## src/rtl/axis_s_rx.sv

```systemverilog
// AXI4-Stream receiver (slave end). Incoming beats are buffered in a small
// FIFO and presented to the local consumer as a first-word-fall-through read
// port. Packet boundaries (tlast) are tracked with a per-packet beat count
// and a one-cycle done pulse.
module axis_s_rx #(
    parameter int DATA_W = 32,
    parameter int DEPTH  = 4,
    parameter int CNT_W  = 16
) (
    input  logic                     aclk,
    input  logic                     areset_n,
    input  logic                     tvalid,
    output logic                     tready,
    input  logic [DATA_W-1:0]        tdata,
    input  logic                     tlast,
    input  logic                     rd_en,
    output logic [DATA_W-1:0]        dout,
    output logic                     dout_last,
    output logic                     empty,
    output logic                     full,
    output logic [$clog2(DEPTH):0]   level,
    output logic                     pkt_done,
    output logic [CNT_W-1:0]         pkt_beats,
    output logic                     rd_err
);

    localparam int ADDR = $clog2(DEPTH);
    localparam logic [ADDR:0]    DEPTH_L = (ADDR+1)'(DEPTH);
    localparam logic [CNT_W-1:0] CNT_MAX = {CNT_W{1'b1}};

    // Storage: {tlast, tdata} per entry; contents are don't-care until written.
    logic [DATA_W:0] mem_q [DEPTH];

    logic [ADDR:0]      wr_ptr_q, wr_ptr_d;
    logic [ADDR:0]      rd_ptr_q, rd_ptr_d;
    logic [ADDR:0]      level_d;
    logic               tready_q, tready_d;
    logic [CNT_W-1:0]   beat_cnt_q, beat_cnt_d;
    logic [CNT_W-1:0]   pkt_beats_q, pkt_beats_d;
    logic               pkt_done_q, pkt_done_d;
    logic               rd_err_q, rd_err_d;

    logic               accept_s;
    logic               pop_s;
    logic               empty_s;
    logic               full_s;

    // Extra pointer MSB distinguishes full from empty when addresses match.
    assign empty_s  = (wr_ptr_q == rd_ptr_q);
    assign full_s   = (wr_ptr_q[ADDR-1:0] == rd_ptr_q[ADDR-1:0]) &&
                      (wr_ptr_q[ADDR] != rd_ptr_q[ADDR]);
    assign accept_s = tvalid & tready_q;
    assign pop_s    = rd_en & ~empty_s;

    // Pointer advance and the registered-ready lookahead on next-state level.
    always_comb begin
        wr_ptr_d = wr_ptr_q;
        rd_ptr_d = rd_ptr_q;
        if (accept_s) begin
            wr_ptr_d = wr_ptr_q + (ADDR+1)'(1);
        end else begin
            wr_ptr_d = wr_ptr_q;
        end
        if (pop_s) begin
            rd_ptr_d = rd_ptr_q + (ADDR+1)'(1);
        end else begin
            rd_ptr_d = rd_ptr_q;
        end
        level_d  = wr_ptr_d - rd_ptr_d;
        tready_d = (level_d != DEPTH_L);
    end

    // Packet tracking: saturating beat count, result latched on tlast.
    always_comb begin
        beat_cnt_d  = beat_cnt_q;
        pkt_beats_d = pkt_beats_q;
        pkt_done_d  = 1'b0;
        if (accept_s && tlast) begin
            beat_cnt_d  = {CNT_W{1'b0}};
            pkt_done_d  = 1'b1;
            if (beat_cnt_q == CNT_MAX) begin
                pkt_beats_d = CNT_MAX;
            end else begin
                pkt_beats_d = beat_cnt_q + CNT_W'(1);
            end
        end else if (accept_s) begin
            if (beat_cnt_q == CNT_MAX) begin
                beat_cnt_d = CNT_MAX;
            end else begin
                beat_cnt_d = beat_cnt_q + CNT_W'(1);
            end
        end else begin
            beat_cnt_d = beat_cnt_q;
        end
        rd_err_d = rd_err_q | (rd_en & empty_s);
    end

    // Control state: everything drops immediately on reset assertion.
    always_ff @(posedge aclk or negedge areset_n) begin
        if (!areset_n) begin
            wr_ptr_q    <= '0;
            rd_ptr_q    <= '0;
            tready_q    <= 1'b0;
            beat_cnt_q  <= '0;
            pkt_beats_q <= '0;
            pkt_done_q  <= 1'b0;
            rd_err_q    <= 1'b0;
        end else begin
            wr_ptr_q    <= wr_ptr_d;
            rd_ptr_q    <= rd_ptr_d;
            tready_q    <= tready_d;
            beat_cnt_q  <= beat_cnt_d;
            pkt_beats_q <= pkt_beats_d;
            pkt_done_q  <= pkt_done_d;
            rd_err_q    <= rd_err_d;
        end
    end

    // FIFO storage write; no reset so it maps onto plain RAM/flops.
    always_ff @(posedge aclk) begin
        if (accept_s) begin
            mem_q[wr_ptr_q[ADDR-1:0]] <= {tlast, tdata};
        end
    end

    assign {dout_last, dout} = mem_q[rd_ptr_q[ADDR-1:0]];
    assign tready    = tready_q;
    assign empty     = empty_s;
    assign full      = full_s;
    assign level     = wr_ptr_q - rd_ptr_q;
    assign pkt_done  = pkt_done_q;
    assign pkt_beats = pkt_beats_q;
    assign rd_err    = rd_err_q;

endmodule

```

## config.mk

```make
export PLATFORM = sky130hd
export DESIGN_NAME = axis_s_rx
export DESIGN_NICKNAME = d
export VERILOG_FILES = /design/src/rtl/axis_s_rx.sv
export SDC_FILE = /design/constraint.sdc
export NUM_CORES = 1
export LEC_CHECK = 0
export BUFFER_PORTS_ARGS = -buffer_cell sky130_fd_sc_hd__buf_2
export CAP_MARGIN = 20
export CORE_ASPECT_RATIO = 1.75
export CORE_MARGIN = 2
export CORE_UTILIZATION = 42
export CTS_BUF_LIST = sky130_fd_sc_hd__clkbuf_4
export CTS_CLUSTER_DIAMETER = 100
export DETAILED_ROUTE_END_ITERATION = 7
export SYNTH_ARGS = -nofsm -noshare
export SYNTH_HDL_FRONTEND = slang
export SYNTH_SLANG_ARGS = --single-unit
```

## constraint.sdc

```tcl
create_clock -name aclk -period 3.3 [get_ports aclk]
set_clock_uncertainty 0.15 [all_clocks]
set_input_delay 0.33 -clock aclk [delete_from_list [all_inputs] [get_ports aclk]]
set_output_delay 0.33 -clock aclk [all_outputs]
set_load 0.01 [all_outputs]
```

-- Word-level counts from Yosys, hierarchy flattened
Memories as Yosys holds them, arrays and structs flattened.
Index checks and enable logic that the tools add are counted.
- register bits after elaboration: 41
- RAM bits: 132
- bits of input ports: 37
- memories: 1
- add/subtract/negate cells: 5
- equal/unequal tests: 5
- mux-type cells: 8
- bitwise gates (word level): 5
- reduce and logical (&&, ||, !) cells: 3
- memory list (name ; depth ; bits a word ; rd ports ; clocked after memory_dff ; wr ports ; RTL line ; RTL):
    mem_q ; 4 ; 33 ; 1 ; 0 ; 1 ; 32 ; logic [DATA_W:0] mem_q [DEPTH];
- operators by type and width (kind ; number):
    $mux W16 ; 3
    $add A16 B1 Y16 const B ; 1
    $eq A16 B16 Y1 const B ; 1
    $add A3 B1 Y3 const B ; 2
    $mux W3 ; 2
    $sub A3 B3 Y3 ; 2
    $and A1 B1 Y1 ; 3
    $eq A3 B3 Y1 ; 1
    $mux W1 ; 3
    $ne A3 B3 Y1 const B ; 1
    $eq A2 B2 Y1 ; 1
    $logic_and A1 B1 Y1 ; 2
    $reduce_bool A2 Y1 ; 1
    $ne A1 B1 Y1 ; 1
    $not A1 Y1 ; 1
    $or A1 B1 Y1 ; 1

-- Longest topological paths before layout
Gate-level depths: netlist (run 1).
- word-level depth: 6
- gate-level depth with buffers: 12
- depth with buffers taken out: 10

-- Least setup slack after synthesis (run 1)
Ideal clock, no wire load.
- path type: reg-to-reg
- start: register rd_ptr_q[1]
- end: register tready_q, in the netlist tready
- data arrival time: 2.688 ns
- data required time: 3.019 ns
- slack: 0.331 ns
- cell stages (with the launch flop): 13
- cell sequence: dfrtp_1 > clkbuf_1 > buf_1 > inv_1 > ha_1 > and3_1 > nand2b_1 > xnor2_1 > ha_1 > nor2b_1 > xnor3_1 > nor4_1 > o211ai_1
- cells in the longest elaborated chain, start to end: 6
- ends and longest elaborated chain (item ; RTL line ; RTL):
    from (decl) ; 35 ; logic [ADDR:0] rd_ptr_q, rd_ptr_d;
    from (signal assigned) ; 110 ; rd_ptr_q <= rd_ptr_d;
    $eq A3 B3 Y1 ; 49 ; assign empty_s = (wr_ptr_q == rd_ptr_q);
    net empty ; 19 ; output logic empty,
    $not A1 Y1 ; 53 ; assign pop_s = rd_en & ~empty_s;
    $and A1 B1 Y1 ; 53 ;
    $mux W3 ; 64 ; if (pop_s) begin
    net rd_ptr_d[0] ; 35 ;
    $sub A3 B3 Y3 ; 69 ; level_d = wr_ptr_d - rd_ptr_d;
    $ne A3 B3 Y1 ; 70 ; tready_d = (level_d != DEPTH_L);
    net tready_d ; 37 ; logic tready_q, tready_d;
    to (signal assigned) ; 111 ; tready_q <= tready_d;
    to (decl) ; 37 ;
The timed path passes the listed nets, and every way through them passes these cells.
A chain may end at the register's enable or synchronous reset.

-- Final worst setup path (run 1)
- start: register rd_ptr_q[0]
- end: output dout[29]
- cells in the longest elaborated chain, start to end: 1
- ends and longest elaborated chain (item ; RTL line ; RTL):
    $mem_v2 Z4 W33 ; -- ;
    to (decl) ; 17 ; output logic [DATA_W-1:0] dout,
Every way passes these cells.

==> results of run 1 <==
[flip-flops by register name, indices dropped and copies added, names as in the netlist]
register    flops
mem_q         132
beat_cnt_q     16
pkt_beats      16
rd_ptr_q        3
wr_ptr_q        3
pkt_done        1
rd_err          1
tready          1
[power by group through the flow]
stage | combinational (mW) | clock (mW) | sequential [mW]
5_1_grt | 2.33 | 1.26 | 3.00
6_report | 2.11 | 1.14 | 2.95
4_1_cts | 2.18 | 1.19 | 2.96
2_1_floorplan | 1.40 | 0 | 2.96
3_5_place_dp | 2.15 | 0 | 3.01
3_3_place_gp | 2.12 | 0 | 2.98
[final timing paths]
check / start / to / slack (ns) / depth (start not counted)
worst max-delay path: rd_ptr_q[0] / dout[29] / 0.41 / 3
worst min-delay path: tvalid / beat_cnt_q[1] / 0.15 / 3
worst max register to register: rd_ptr_q[0] / tready / 0.62 / 9
worst min register to register: pkt_beats[6] / pkt_beats[6] / 0.35 / 2
max in group asynchronous: areset_n / rd_ptr_q[0] / 2.04 / 2
min in group asynchronous: areset_n / beat_cnt_q[14] / 0.29 / 2
[through the flow]
stage | power, mW | hold slack [ns]
2_1_floorplan | 4.36 | -0.116
3_3_place_gp | 5.11 | 0.320
3_5_place_dp | 5.16 | 0.324
4_1_cts | 6.34 | 0.0866
5_1_grt | 6.60 | 0.118
6_report | 6.21 | 0.148
[cell families (layout without fill, tap and decap cells)]
family | after synthesis | count (layout)
compound gates | 67 | 67
xor+xnor | 14 | 14
fa+ha+maj | 11 | 11
buf+inv | 32 | 176
flops | 173 | 173
mux | 36 | 36
other cells | 0 | 1
simple gates | 76 | 76
[area by class of cell]
class | count | area share (%)
diodes | 1 | 0.0300
clock buffers | 18 | 1.62
clock inverters | 14 | 1.69
inverters | 10 | 0.449
multi-input cells | 204 | 22.8
flip-flops and latches | 173 | 59.8
well taps | 224 | 3.35
repair buffers | 134 | 10.3
[per-layer routing]
metal  vias to the layer above  share of wire (%)
li1                       1896                  -
met1                      2090                 39
met2                        98                 56
met3                        17                4.0
met4                         0                1.6
met5                         -                  0
[cell usage in the layout (no fill, tap or decap), types with 9 or more instances in the layout]
cell / n
a21oi_1: 19
a31oi_1: 15
buf_2: 93
clkbuf_4: 18
dfrtp_1: 39
dlygate4sd3_1: 35
edfxtp_1: 132
ha_1: 10
inv_1: 10
mux4_2: 33
nand2_1: 15
nor2_1: 14
nor3_1: 9
o21ai_0: 9
xnor2_1: 13
[worst min-delay path, cell delays in order]
cell,delay (ns)
buf_2,0.13
nand2_1,0.24
o31ai_1,0.11
[what timing repair did]
action,4_1_cts,5_1_grt
setup endpoints to repair,0,0
endpoints found under the hold margin,171,0
setup buffers,0,0
hold buffers,35,0
==> flow_metrics.py, run 1 <==
metrics = {
    "synthesis": {
        "yosysTopAreaCellShare_pct": 56.4,
        "yosysMostFrequentCell": "edfxtp_1",
        "ys_warn_count": 0,
        "synth_area_mm2": 0.00703,
        "async_flop_share_pct": 23.7,
        "ys.flop_type": "edfxtp_1",
        "synth.distinct_cells": 47,
        "synth_top_family_by_area": "multiplexers",
        "syn_nets": 457,
        "synth-adder-area-share_pct": 2.07,
        "yosysSeqAreaShare_pct": 71.0,
        "synth_area_leaders": "edfxtp_1 (56%), dfrtp_1 (15%), mux4_2 (11%)",
        "synth_compound_area_share_pct": 6.20,
        "synth_top_area_cell": "edfxtp_1",
        "synth_seq_cells": 173,
        "synth_edf_count": 132,
        "synth-simple-area-share_pct": 5.80,
        "netlist_instances": 409,
        "muxShareOfSynthArea_pct": 11.0,
        "synthTopCellsByCount": "edfxtp_1 (132), dfrtp_1 (41), mux4_2 (33), a21oi_1 (19)",
        "syn_avg_cell_area_um2": 17.2,
        "synth_xor_area_share_pct": 1.94,
    },
    "power_and_ir_drop": {
        "p_switching_mw": 2.05,
        "peakVddDrop_mv": 0.330,
        "combPwrFrac_pct": 34.0,
        "p_sw_share_pct": 33.0,
        "cellInternalPower_mw": 4.16,
        "p_clk_share_pct": 18.4,
        "power_leakage_nw": 3.08,
        "seqPwrFrac_pct": 47.6,
        "powerDensity_mw_per_mm2": 743,
    },
    "worst_setup_path": {
        "worst-setup-path-type": "reg2out",
        "end_kind": "output pin",
        "cp_slowest_stage_delay_ns": 0.60,
        "critPathSlowestCell": "dfrtp_2",
        "worstPathBufferInverterCount": 2,
        "cp_cell_sequence": "buf_4 -> mux4_2 -> buf_2",
        "crit_fanout": 26,
        "crit_family": "buffers and inverters",
        "arrival_ns": 2.41,
        "crit_required_ns": 2.82,
        "start_kind": "flop",
    },
    "timing": {
        "maxSlewViolCount": 0,
        "tightestPinTransition_ns": 0.945,
        "period_share_pct": 87.6,
        "setup_violations": 0,
        "rsz0062_at_grt": "false",
        "hold_viol_final": 0,
        "slew_headroom_pct": 37.0,
        "layout_min_cycle_time_ns": 2.89,
        "timing.fmax_ghz": 0.346,
        "setup_slack_ns": 0.408,
        "fin_setup_tns_ns": 0,
    },
    "clock_network": {
        "clock_sinks": 173,
        "cts_buffers": 17,
        "clockBufferDepth": 2,
        "htree_levels": 4,
        "cts.root.buffer_cell": "clkbuf_4",
        "clk_pin_slew_worst_paths_ns": 0.15,
        "cts_tree": "yes",
        "cts.repair.resized": 0,
        "clk_latency_ns": 0.55,
    },
    "die": {
        "rows": 62,
        "die_y_um": 175,
        "dieArea_mm2": 0.0178,
        "start_util_pct": 42.9,
        "die_w_um": 102,
        "core_area_mm2": 0.0164,
        "boundaryPins": 94,
    },
    "cells_and_area": {
        "drive_gt1_share_pct": 31.6,
        "utilization_pct": 51.0,
        "multi_input_area_mm2": 0.00190,
        "fill_cells": 1364,
        "fin_nets": 588,
        "area_delta_synth_final_pct": 18.9,
        "finalNonFillerCells": 778,
        "fin_area_mm2": 0.00835,
        "regArea_mm2": 0.00499,
    },
    "detailed_routing": {
        "via_count": 4101,
        "firstDrtPassIters": 4,
        "routedWlPerCell_um": 18.3,
        "wirelength_mm": 14.2,
        "via_per_inst": 5.27,
        "drcViolationCount": 0,
        "final_antenna_net_count": 0,
        "drt_iter0_markers": 196,
    },
    "global_routing": {
        "use_met2_pct": 30.5,
        "top_usage_layer": "met2",
        "antenna_found_initial": 1,
        "use_met3_pct": 4.20,
        "grt_pass1_wl_mm": 22.4,
        "overflow": 0,
        "grt_pass1_vias": 4337,
        "grt_max_degree": 42,
        "gr-usage-met1_pct": 18.3,
        "gr-usage-all-layers_pct": 16.7,
    },
    "place": {
        "port_buffers": 93,
        "hpwlAfterDp_mm": 9.16,
        "postPlaceCellArea_mm2": 0.00772,
        "dp_cells": 710,
        "place_ws_ns": 0.604,
        "place.gp.congestion": 0.858,
    },
    "worst_hold_path": {
        "hp-class": "in2reg",
    },
    "flow_run": {
        "max-cap-violations": 0,
    },
    "run_status": {
        "status": "complete, no violations",
    },
}
Note: power is estimated with default switching activity, not from simulation.
==> run 2, diff against run 1 <==
CORE_MARGIN = unset   (was 2)
PLACE_DENSITY = 0.71   (was unset)
==> run 2 against run 1 <==
First-iteration DRC count shrank 4.1%. Global-route usage grew 0.39 points. Total power up 1.3%. Core utilization increased by 0.092 points. Final cell count shrank 0.13%. Flip-flop and latch count unchanged. Clock power up 8%. Sequential share of layout area fell by 0.11 points. Critical path type unchanged. Critical endpoint unchanged.
==> flow_metrics.py, run 2 (same netlist as run 1, synthesis figures left out) <==
metrics = {
    "worst_setup_path": {
        "arrival_ns": 2.40,
        "worstPathBufferInverterCount": 2,
        "worst-setup-path-type": "reg2out",
        "cp_cell_sequence": "buf_4 -> mux4_2 -> buf_2",
        "start_kind": "flop",
        "critPathSlowestCell": "mux4_2",
        "crit_required_ns": 2.82,
        "end_kind": "output pin",
        "cp_slowest_stage_delay_ns": 0.60,
        "crit_fanout": 28,
        "crit_family": "buffers and inverters",
    },
    "cells_and_area": {
        "regArea_mm2": 0.00499,
        "drive_gt1_share_pct": 31.5,
        "layout_commonest_cell": "edfxtp_1",
        "multi_input_area_mm2": 0.00190,
        "finalNonFillerCells": 777,
        "antennaDiodeCount": 0,
        "largest_reg_flops": 132,
        "fill_cells": 1354,
        "fin_nets": 588,
        "mostFrequentLayoutCells": "edfxtp_1 (132), buf_2 (93), dfrtp_1 (39)",
        "area_delta_synth_final_pct": 19.1,
    },
    "place": {
        "hpwlAfterDp_mm": 8.80,
        "place.gp.congestion": 0.921,
        "dp_cells": 710,
        "port_buffers": 93,
    },
    "die": {
        "core_area_mm2": 0.0164,
        "dieArea_mm2": 0.0173,
        "start_util_pct": 42.9,
        "rows": 62,
        "die_w_um": 99.8,
        "die_y_um": 173,
        "boundaryPins": 94,
    },
    "clock_network": {
        "clk_pin_slew_worst_paths_ns": 0.14,
        "clockBufferDepth": 2,
        "cts_tree": "yes",
        "cts.root.buffer_cell": "clkbuf_4",
        "clock_sinks": 173,
        "clk_latency_ns": 0.54,
        "htree_levels": 4,
        "postCtsSetupBuffers": 0,
        "cts.repair.resized": 0,
        "cts_hold_buf": 35,
        "cts_buffers": 17,
    },
    "detailed_routing": {
        "routedWlPerCell_um": 18.1,
        "firstDrtPassIters": 4,
        "via_per_inst": 5.29,
        "drcViolationCount": 0,
        "drt_iter0_markers": 188,
        "final_antenna_net_count": 0,
        "via_count": 4107,
        "wirelength_mm": 14.0,
    },
    "global_routing": {
        "grt_pass1_vias": 4410,
        "gr-usage-all-layers_pct": 17.1,
        "grt_max_degree": 42,
        "overflow": 0,
        "antenna_found_initial": 0,
        "grt_pass1_wl_mm": 22.0,
    },
    "timing": {
        "maxSlewViolCount": 0,
        "rsz0062_at_grt": "false",
        "timing.fmax_ghz": 0.347,
        "whs_ns": 0.182,
        "layout_min_cycle_time_ns": 2.88,
        "tightestPinTransition_ns": 0.952,
        "slew_headroom_pct": 36.6,
        "period_share_pct": 87.4,
        "setup_violations": 0,
        "hold_viol_final": 0,
        "fin_setup_tns_ns": 0,
    },
    "worst_hold_path": {
        "hp-class": "in2reg",
    },
    "run_status": {
        "status": "complete, no violations",
    },
    "power_and_ir_drop": {
        "peakVddDrop_mv": 0.337,
        "powerDensity_mw_per_mm2": 751,
        "power_leakage_nw": 3.10,
    },
    "flow_run": {
        "max-cap-violations": 0,
    },
}
## run 2: cell count changes in the layout (fill, tap and decap cells not counted), sizes merged
cell and change:
clkinvlp -2, diode -1, inv +2, clkinv -1, bufinv +1
## run 2: final timing paths
check                       startpoint        endpoint  slack [ns]  cells after the start
setup / recovery           rd_ptr_q[0]        dout[29]        0.42                      3
hold / removal                  tvalid   beat_cnt_q[1]        0.18                      3
setup reg to reg           wr_ptr_q[0]          tready        0.68                     10
max in group asynchronous     areset_n     rd_ptr_q[1]        2.03                      2
min in group asynchronous     areset_n  beat_cnt_q[11]        0.29                      2
hold reg to reg                 rd_err          rd_err        0.33                      1
## run 2: cell type report
| cell class | instances | area share (%) |
|---|---|---|
| tap | 224 | 3.35 |
| clock buffer | 18 | 1.61 |
| inverter | 10 | 0.448 |
| timing repair buffer | 134 | 10.3 |
| multi-input combinational | 204 | 22.8 |
| clock inverter | 14 | 1.90 |
| sequential | 173 | 59.7 |
## run 2: routing by layer
metal | part of all wire, % | track usage, %
met1 | 39 | 18.2
met2 | 55 | 31.1
met3 | 4.0 | 4.00
met4 | 2.0 | 7.78
met5 | 0 | 0
## run 2: worst reg2reg max path: cells and delay by family, from the launching register on
| kind | cells | cell delay, ns |
|---|---|---|
| buffers and inverters | 1 | 0.11 |
| adders and majority gates | 2 | 0.51 |
| AOI/OAI and AO/OA | 1 | 0.11 |
| DFF | 1 | 0.44 |
| xor gates and xnor gates | 2 | 0.46 |
| and+or+nand+nor | 4 | 0.71 |
## run 2: power breakdown
| group | leakage (nW) | switching (mW) | internal [mW] |
|---|---|---|---|
| registers | 1.73 | 0.163 | 2.79 |
| clock network | 0.157 | 0.753 | 0.475 |
| logic | 1.21 | 1.13 | 0.981 |
## run 2: through the flow
stage	worst slack, ns	util (%)	cell area (µm²)	power, mW
global route	0.190	51.1	8370	6.65
floorplan	0.331	-	7030	4.36
global placement	0.776	47.2	7720	5.05
finish	0.417	51.1	8370	6.29
CTS	0.284	51.1	8370	6.38
detailed placement	0.700	47.2	7720	5.12
